`config.mk`:
```
export PLATFORM = sky130hd
export DESIGN_NAME = multicycle_ctrl_fsm
export DESIGN_NICKNAME = d
export VERILOG_FILES = /design/src/rtl/multicycle_ctrl_fsm.sv
export SDC_FILE = /design/constraint.sdc
export NUM_CORES = 1
export LEC_CHECK = 0
export BUFFER_PORTS_ARGS = -buffer_cell sky130_fd_sc_hd__buf_2
export CAP_MARGIN = 20
export CORE_ASPECT_RATIO = 1.2
export CORE_MARGIN = 1.5
export CORE_UTILIZATION = 49
export CTS_BUF_LIST = sky130_fd_sc_hd__clkbuf_8
export DETAILED_ROUTE_END_ITERATION = 12
export HOLD_SLACK_MARGIN = 0.02
export PLACE_DENSITY = 0.79
export SLEW_MARGIN = 20
export SYNTH_ARGS = -nofsm -noshare
export SYNTH_HDL_FRONTEND = slang
export SYNTH_SLANG_ARGS = --single-unit
```
`constraint.sdc`:
```
create_clock -name clk -period 2.4 [get_ports clk]
set_input_delay 0.36 -clock clk [delete_from_list [all_inputs] [get_ports clk]]
set_output_delay 0.36 -clock clk [all_outputs]
set_load 0.1 [all_outputs]
```
`src/rtl/multicycle_ctrl_fsm.sv`:
```
// Control FSM for the shared-memory multi-cycle MIPS datapath: decodes the IR
// opcode into per-state strobes, handshakes with memory, counts retirements, traps on faults.

`ifndef ALUCONTROL_SIZE
`define ALUCONTROL_SIZE 3
`endif
`ifndef ALU_NONE
`define ALU_NONE 3'd0
`endif
`ifndef ALU_ADD
`define ALU_ADD 3'd1
`endif
`ifndef ALU_SUB
`define ALU_SUB 3'd2
`endif
`ifndef ALU_OR
`define ALU_OR 3'd3
`endif
`ifndef FUNC_ADD
`define FUNC_ADD 6'h20
`endif

module multicycle_ctrl_fsm #(
    parameter int MEM_TIMEOUT = 16,
    parameter int CNT_W       = 32
) (
    input  logic                        clk,
    input  logic                        rst_n,
    input  logic [5:0]                  opcode_in,
    input  logic [5:0]                  funccode_in,
    input  logic                        alu_zero,
    input  logic                        mem_ready,
    output logic                        mem_req,
    output logic                        mem_we,
    output logic                        IorD,
    output logic                        IRWrite,
    output logic                        PCWrite,
    output logic [1:0]                  PCSource,
    output logic                        ALUSrcA,
    output logic [1:0]                  ALUSrcB,
    output logic [`ALUCONTROL_SIZE-1:0] ALUControl,
    output logic [1:0]                  SigExtendSignal,
    output logic                        RegWrite,
    output logic                        RegDst,
    output logic                        MemtoReg,
    output logic                        retire,
    output logic [CNT_W-1:0]            retire_cnt,
    output logic [3:0]                  state_out,
    output logic [1:0]                  err_code
);

    localparam int TMO_W = $clog2(MEM_TIMEOUT + 1);
    localparam logic [TMO_W-1:0] TMO_LAST = TMO_W'(MEM_TIMEOUT - 1);
    localparam logic [TMO_W-1:0] TMO_ONE  = TMO_W'(1);
    localparam logic [CNT_W-1:0] CNT_ONE  = CNT_W'(1);

    localparam logic [5:0] OP_RTYPE = 6'h00;
    localparam logic [5:0] OP_J     = 6'h02;
    localparam logic [5:0] OP_BEQ   = 6'h04;
    localparam logic [5:0] OP_ADDIU = 6'h09;
    localparam logic [5:0] OP_ORI   = 6'h0D;
    localparam logic [5:0] OP_LUI   = 6'h0F;
    localparam logic [5:0] OP_LW    = 6'h23;
    localparam logic [5:0] OP_SW    = 6'h2B;

    typedef enum logic [3:0] {
        S_FETCH  = 4'd0,
        S_DECODE = 4'd1,
        S_MEMADR = 4'd2,
        S_MEMRD  = 4'd3,
        S_MEMWB  = 4'd4,
        S_MEMWR  = 4'd5,
        S_EXEC   = 4'd6,
        S_ALUWB  = 4'd7,
        S_BRANCH = 4'd8,
        S_JUMP   = 4'd9,
        S_TRAP   = 4'd15
    } state_t;

    state_t             state_r;
    state_t             state_s;
    logic [TMO_W-1:0]   tmo_r;
    logic [TMO_W-1:0]   tmo_s;
    logic [1:0]         err_r;
    logic [1:0]         err_s;
    logic [CNT_W-1:0]   cnt_r;
    logic               tmo_hit_s;

    assign state_out  = state_r;
    assign err_code   = err_r;
    assign retire_cnt = cnt_r;
    // An unanswered request in its last allowed cycle expires the access.
    assign tmo_hit_s  = (tmo_r == TMO_LAST);

    // Next-state and per-state datapath strobes.
    always_comb begin
        state_s         = state_r;
        err_s           = err_r;
        mem_req         = 1'b0;
        mem_we          = 1'b0;
        IorD            = 1'b0;
        IRWrite         = 1'b0;
        PCWrite         = 1'b0;
        PCSource        = 2'b00;
        ALUSrcA         = 1'b0;
        ALUSrcB         = 2'b00;
        ALUControl      = `ALU_NONE;
        SigExtendSignal = 2'b00;
        RegWrite        = 1'b0;
        RegDst          = 1'b0;
        MemtoReg        = 1'b0;
        retire          = 1'b0;
        case (state_r)
            S_FETCH: begin
                mem_req    = 1'b1;
                ALUSrcB    = 2'b01;
                ALUControl = `ALU_ADD;
                IRWrite    = mem_ready;
                PCWrite    = mem_ready;
                if (mem_ready) begin
                    state_s = S_DECODE;
                end else if (tmo_hit_s) begin
                    state_s = S_TRAP;
                    err_s   = 2'b10;
                end else begin
                    state_s = S_FETCH;
                end
            end
            S_DECODE: begin
                ALUSrcB         = 2'b11;
                SigExtendSignal = 2'b01;
                ALUControl      = `ALU_ADD;
                case (opcode_in)
                    OP_LW, OP_SW:              state_s = S_MEMADR;
                    OP_ADDIU, OP_ORI, OP_LUI:  state_s = S_EXEC;
                    OP_BEQ:                    state_s = S_BRANCH;
                    OP_J:                      state_s = S_JUMP;
                    OP_RTYPE: begin
                        if (funccode_in == `FUNC_ADD) begin
                            state_s = S_EXEC;
                        end else begin
                            state_s = S_TRAP;
                            err_s   = 2'b01;
                        end
                    end
                    default: begin
                        state_s = S_TRAP;
                        err_s   = 2'b01;
                    end
                endcase
            end
            S_MEMADR: begin
                ALUSrcA         = 1'b1;
                ALUSrcB         = 2'b10;
                SigExtendSignal = 2'b01;
                ALUControl      = `ALU_ADD;
                if (opcode_in == OP_SW) begin
                    state_s = S_MEMWR;
                end else begin
                    state_s = S_MEMRD;
                end
            end
            S_MEMRD: begin
                mem_req = 1'b1;
                IorD    = 1'b1;
                if (mem_ready) begin
                    state_s = S_MEMWB;
                end else if (tmo_hit_s) begin
                    state_s = S_TRAP;
                    err_s   = 2'b10;
                end else begin
                    state_s = S_MEMRD;
                end
            end
            S_MEMWB: begin
                RegWrite = 1'b1;
                MemtoReg = 1'b1;
                retire   = 1'b1;
                state_s  = S_FETCH;
            end
            S_MEMWR: begin
                mem_req = 1'b1;
                mem_we  = 1'b1;
                IorD    = 1'b1;
                retire  = mem_ready;
                if (mem_ready) begin
                    state_s = S_FETCH;
                end else if (tmo_hit_s) begin
                    state_s = S_TRAP;
                    err_s   = 2'b10;
                end else begin
                    state_s = S_MEMWR;
                end
            end
            S_EXEC: begin
                ALUSrcA = 1'b1;
                state_s = S_ALUWB;
                case (opcode_in)
                    OP_RTYPE: begin
                        ALUSrcB    = 2'b00;
                        ALUControl = `ALU_ADD;
                    end
                    OP_ADDIU: begin
                        ALUSrcB         = 2'b10;
                        SigExtendSignal = 2'b01;
                        ALUControl      = `ALU_ADD;
                    end
                    OP_ORI: begin
                        ALUSrcB         = 2'b10;
                        SigExtendSignal = 2'b00;
                        ALUControl      = `ALU_OR;
                    end
                    // rs is $0 in a LUI encoding, so ADD passes imm<<16 through.
                    OP_LUI: begin
                        ALUSrcB         = 2'b10;
                        SigExtendSignal = 2'b10;
                        ALUControl      = `ALU_ADD;
                    end
                    default: ALUControl = `ALU_NONE;
                endcase
            end
            S_ALUWB: begin
                RegWrite = 1'b1;
                RegDst   = (opcode_in == OP_RTYPE);
                retire   = 1'b1;
                state_s  = S_FETCH;
            end
            S_BRANCH: begin
                ALUSrcA    = 1'b1;
                ALUSrcB    = 2'b00;
                ALUControl = `ALU_SUB;
                PCSource   = 2'b01;
                PCWrite    = alu_zero;
                retire     = 1'b1;
                state_s    = S_FETCH;
            end
            S_JUMP: begin
                PCSource = 2'b10;
                PCWrite  = 1'b1;
                retire   = 1'b1;
                state_s  = S_FETCH;
            end
            S_TRAP:  state_s = S_TRAP;
            default: state_s = S_TRAP;
        endcase
    end

    // Timeout counter: restarts on every state change, counts unanswered request cycles.
    always_comb begin
        tmo_s = tmo_r;
        if (state_s != state_r) begin
            tmo_s = '0;
        end else if (mem_req && !mem_ready) begin
            tmo_s = tmo_r + TMO_ONE;
        end else begin
            tmo_s = tmo_r;
        end
    end

    // State, timeout, sticky error and retire counter registers.
    always_ff @(posedge clk or negedge rst_n) begin
        if (!rst_n) begin
            state_r <= S_FETCH;
            tmo_r   <= '0;
            err_r   <= 2'b00;
            cnt_r   <= '0;
        end else begin
            state_r <= state_s;
            tmo_r   <= tmo_s;
            err_r   <= err_s;
            if (retire) begin
                cnt_r <= cnt_r + CNT_ONE;
            end
        end
    end

endmodule

```
==> metrics.txt <==
Die W 70.3 um; Max Clock Freq 436 MHz; Core Util, Final 67.4%; Final setup violation count 0; die height 83.7 um; layer with the highest usage met2; crit path max fanout 7; distinct cell type count after synthesis 61; Synth Flop Type dfrtp_1; final net count 391; Power Density 368 nW/um^2; VDD IR-drop max 0.466 mV; delay-heaviest family, CP compound AO/OA/AOI/OAI gates; sequential element share of the synthesized area 40.5%; Final GP Congestion 0.907; outcome finished, final reports clean; first-pass GRT wire length 11100 um; total congestion overflow 0; max cap viols 0; Avg Cell Area, Syn 9.14 sq um; overall routed net length 6620 um; final hold violation count 0; ant diodes 0; GRT Total Usage 23.3%; most common cell after layout, fill and taps aside buf_2; CP endpoint kind flip-flop; Period Utilization, post-route 95.5%; ANT nets after route 0; CP arrival 2.50 ns; Vias 2442; syn_nets 310; DRC Markers 0; initial DRC count 207; RSZ-0062 raised after global routing true; critical path type reg -> reg; number of global-route vias before repair 2439; CP max-delay cell dfrtp_1; post-DR vias/cell 5.61; synth-to-layout area growth 33.3%; TritonCTS clock tree built; GR Util met3 4.83%; DR WL/cell 15.2 um; clock latency at the later pin of the worst-skew pair 0.30 ns; non-filler cells, final 435; met1 Usage GRT 27.9%; slowest stage delay, CP 0.42 ns; Syn Inst Count 291; # rows 29; Pre-Repair DR Iteration Count 4; Max Slew Vio Count 0; Max clock buf depth 2; CTS buffer count 5; Inst Count DP 426; met2 Use GR 40.1%; CP Cell Sequence ha_1, and3_1, ha_2, nor2_2, o22ai_1, a22o_1, o32ai_2, a31oi_4, nor4b_2; initial antenna violation count 0; Post-synth EDFFs 0; CORE AREA 5260 sq um; IO Pins 73; WP data required 2.61 ns; Clock Tree Root clkbuf_8; H-tree depth 2; Post-Syn Area 2660 sq um; port buffer count 71; die area 5880 sq um; CTS clk-pin slew, worst paths 0.08 ns; clk_skew 0.0118 ns; most frequent cells in the layout buf_2, dfrtp_1, nand2_1, xnor2_1, nor2_1; clock sinks 43; CP Buf/Inv Count 0; FFs w/ async S/R, synth 100%; Final Critical Period 2.29 ns; initial core utilization 50.6%; largest net degree at the start of global routing 21; Post-DP HPWL 5150 um; Yosys reg bits 43; leak pwr 0.00164 uW; CP Launch Type flip-flop; share of cells above drive strength 1 39.1%; YS warnings 0; Tightest Hold Check Type reg -> reg
cell type report:
class,instances,area [sq um]
inverter,9,33.8
multi-input combinational,226,1670
clock buffer,7,96.3
tap,62,77.6
timing repair buffer,87,571
clock inverter,1,7.51
fill,393,1710
sequential,43,1090
cells in the mapped netlist, types with 2 or more instances:
| cell type | n | area [sq um] |
|---|---|---|
| o211ai_1 | 4 | 30.0 |
| nor2_1 | 28 | 105 |
| nand3_1 | 16 | 80.1 |
| nand2_1 | 28 | 105 |
| nor3_1 | 12 | 60.1 |
| a32o_1 | 2 | 20.0 |
| buf_2 | 6 | 30.0 |
| and4_1 | 2 | 17.5 |
| xnor2_1 | 26 | 228 |
| o21ai_0 | 8 | 40.0 |
| clkbuf_1 | 4 | 15.0 |
| o2bb2ai_1 | 2 | 17.5 |
| a211oi_1 | 2 | 15.0 |
| a22o_1 | 2 | 17.5 |
| o22ai_1 | 2 | 12.5 |
| a31oi_1 | 2 | 12.5 |
| inv_1 | 9 | 33.8 |
| mux2i_1 | 2 | 20.0 |
| nand2b_1 | 8 | 50.1 |
| a21oi_1 | 7 | 35.0 |
| xor2_1 | 11 | 96.3 |
| nand4_1 | 10 | 62.6 |
| ha_1 | 3 | 37.5 |
| or2_2 | 2 | 12.5 |
| a221oi_1 | 2 | 17.5 |
| buf_6 | 2 | 22.5 |
| nor2b_1 | 2 | 12.5 |
| dfrtp_1 | 43 | 1080 |
| nor4_1 | 2 | 12.5 |
| and3_1 | 9 | 56.3 |
| o21a_1 | 2 | 15.0 |
| and2_1 | 2 | 12.5 |
per-layer routing:
| metal | routed length (um) | part of all wire [%] |
|---|---|---|
| met1 | 2780 | 42 |
| met2 | 3330 | 50 |
| met3 | 348 | 5.3 |
| met4 | 163 | 2.5 |
| met5 | 0 | 0 |
power by group:
part           internal [uW]  switching (uW)  leakage (uW)  total, uW
clock                    262             242     0.0000505        504
combinational           24.7            50.5       0.00104       75.2
sequential               726            1.53      0.000547        727
total                   1010             294       0.00164       1310
final timing paths:
kind	from	end	slack [ns]	depth (start not counted)
max in group asynchronous	rst_n	state_out[0]$_DFF_PN0_	1.33	3
max reg2reg	tmo_r[0]$_DFFE_PN0P_	tmo_r[1]$_DFFE_PN0P_	0.11	9
min reg2reg	retire_cnt[4]$_DFFE_PN0P_	retire_cnt[4]$_DFFE_PN0P_	0.49	1
min in group asynchronous	rst_n	retire_cnt[14]$_DFFE_PN0P_	0.52	2
max	tmo_r[0]$_DFFE_PN0P_	tmo_r[1]$_DFFE_PN0P_	0.11	9
min	retire_cnt[4]$_DFFE_PN0P_	retire_cnt[4]$_DFFE_PN0P_	0.49	1
state kept, by name, summed over array words and instances (netlist names):
name,flops
err_code,2
state_out,4
tmo_r,5
retire_cnt,32
worst reg2reg max path: stages, from the launching register on:
cell     delay, ns
dfrtp_1       0.42
ha_1          0.22
and3_1        0.18
ha_2          0.21
nor2_2        0.13
o22ai_1       0.09
a22o_1        0.24
o32ai_2       0.36
a31oi_4       0.10
nor4b_2       0.28
timing repair:
item | CTS | global route
hold endpoints to repair | 18 | 0
pin swaps | 0 | 3
buffers inserted | 0 | 0
endpoints found under the setup margin | 5 | 9
hold buffers | 1 | 0
resized for setup | 2 | 7
logic make-up after synthesis:
kind of cell	after synthesis	synth area share [%]
flip-flops	43	40.5
buffers and inverters	22	4.09
AND/OR/NAND/NOR	135	26.8
adder cells (fa/ha/maj)	3	1.41
XOR/XNOR	38	12.8
multiplexers	3	1.18
other	1	0.141
AO/OA/AOI/OAI	46	13.2
metrics by stage:
step / area (sq um) / hold WS [ns] / total power, uW / setup TNS, ns / worst slack [ns]
after floorplan: 2840 / 0.0644 / 777 / -0.693 / -0.290
after global placement: 3390 / 0.318 / 812 / 0 / 0.0677
after detailed placement: 3390 / 0.319 / 815 / -0.130 / -0.0502
after CTS: 3520 / 0.495 / 1320 / 0 / 0.00876
after global routing: 3550 / 0.504 / 1360 / -0.0431 / -0.0299
final: 3550 / 0.490 / 1310 / 0 / 0.109
Power figures use the tool's default switching activity.
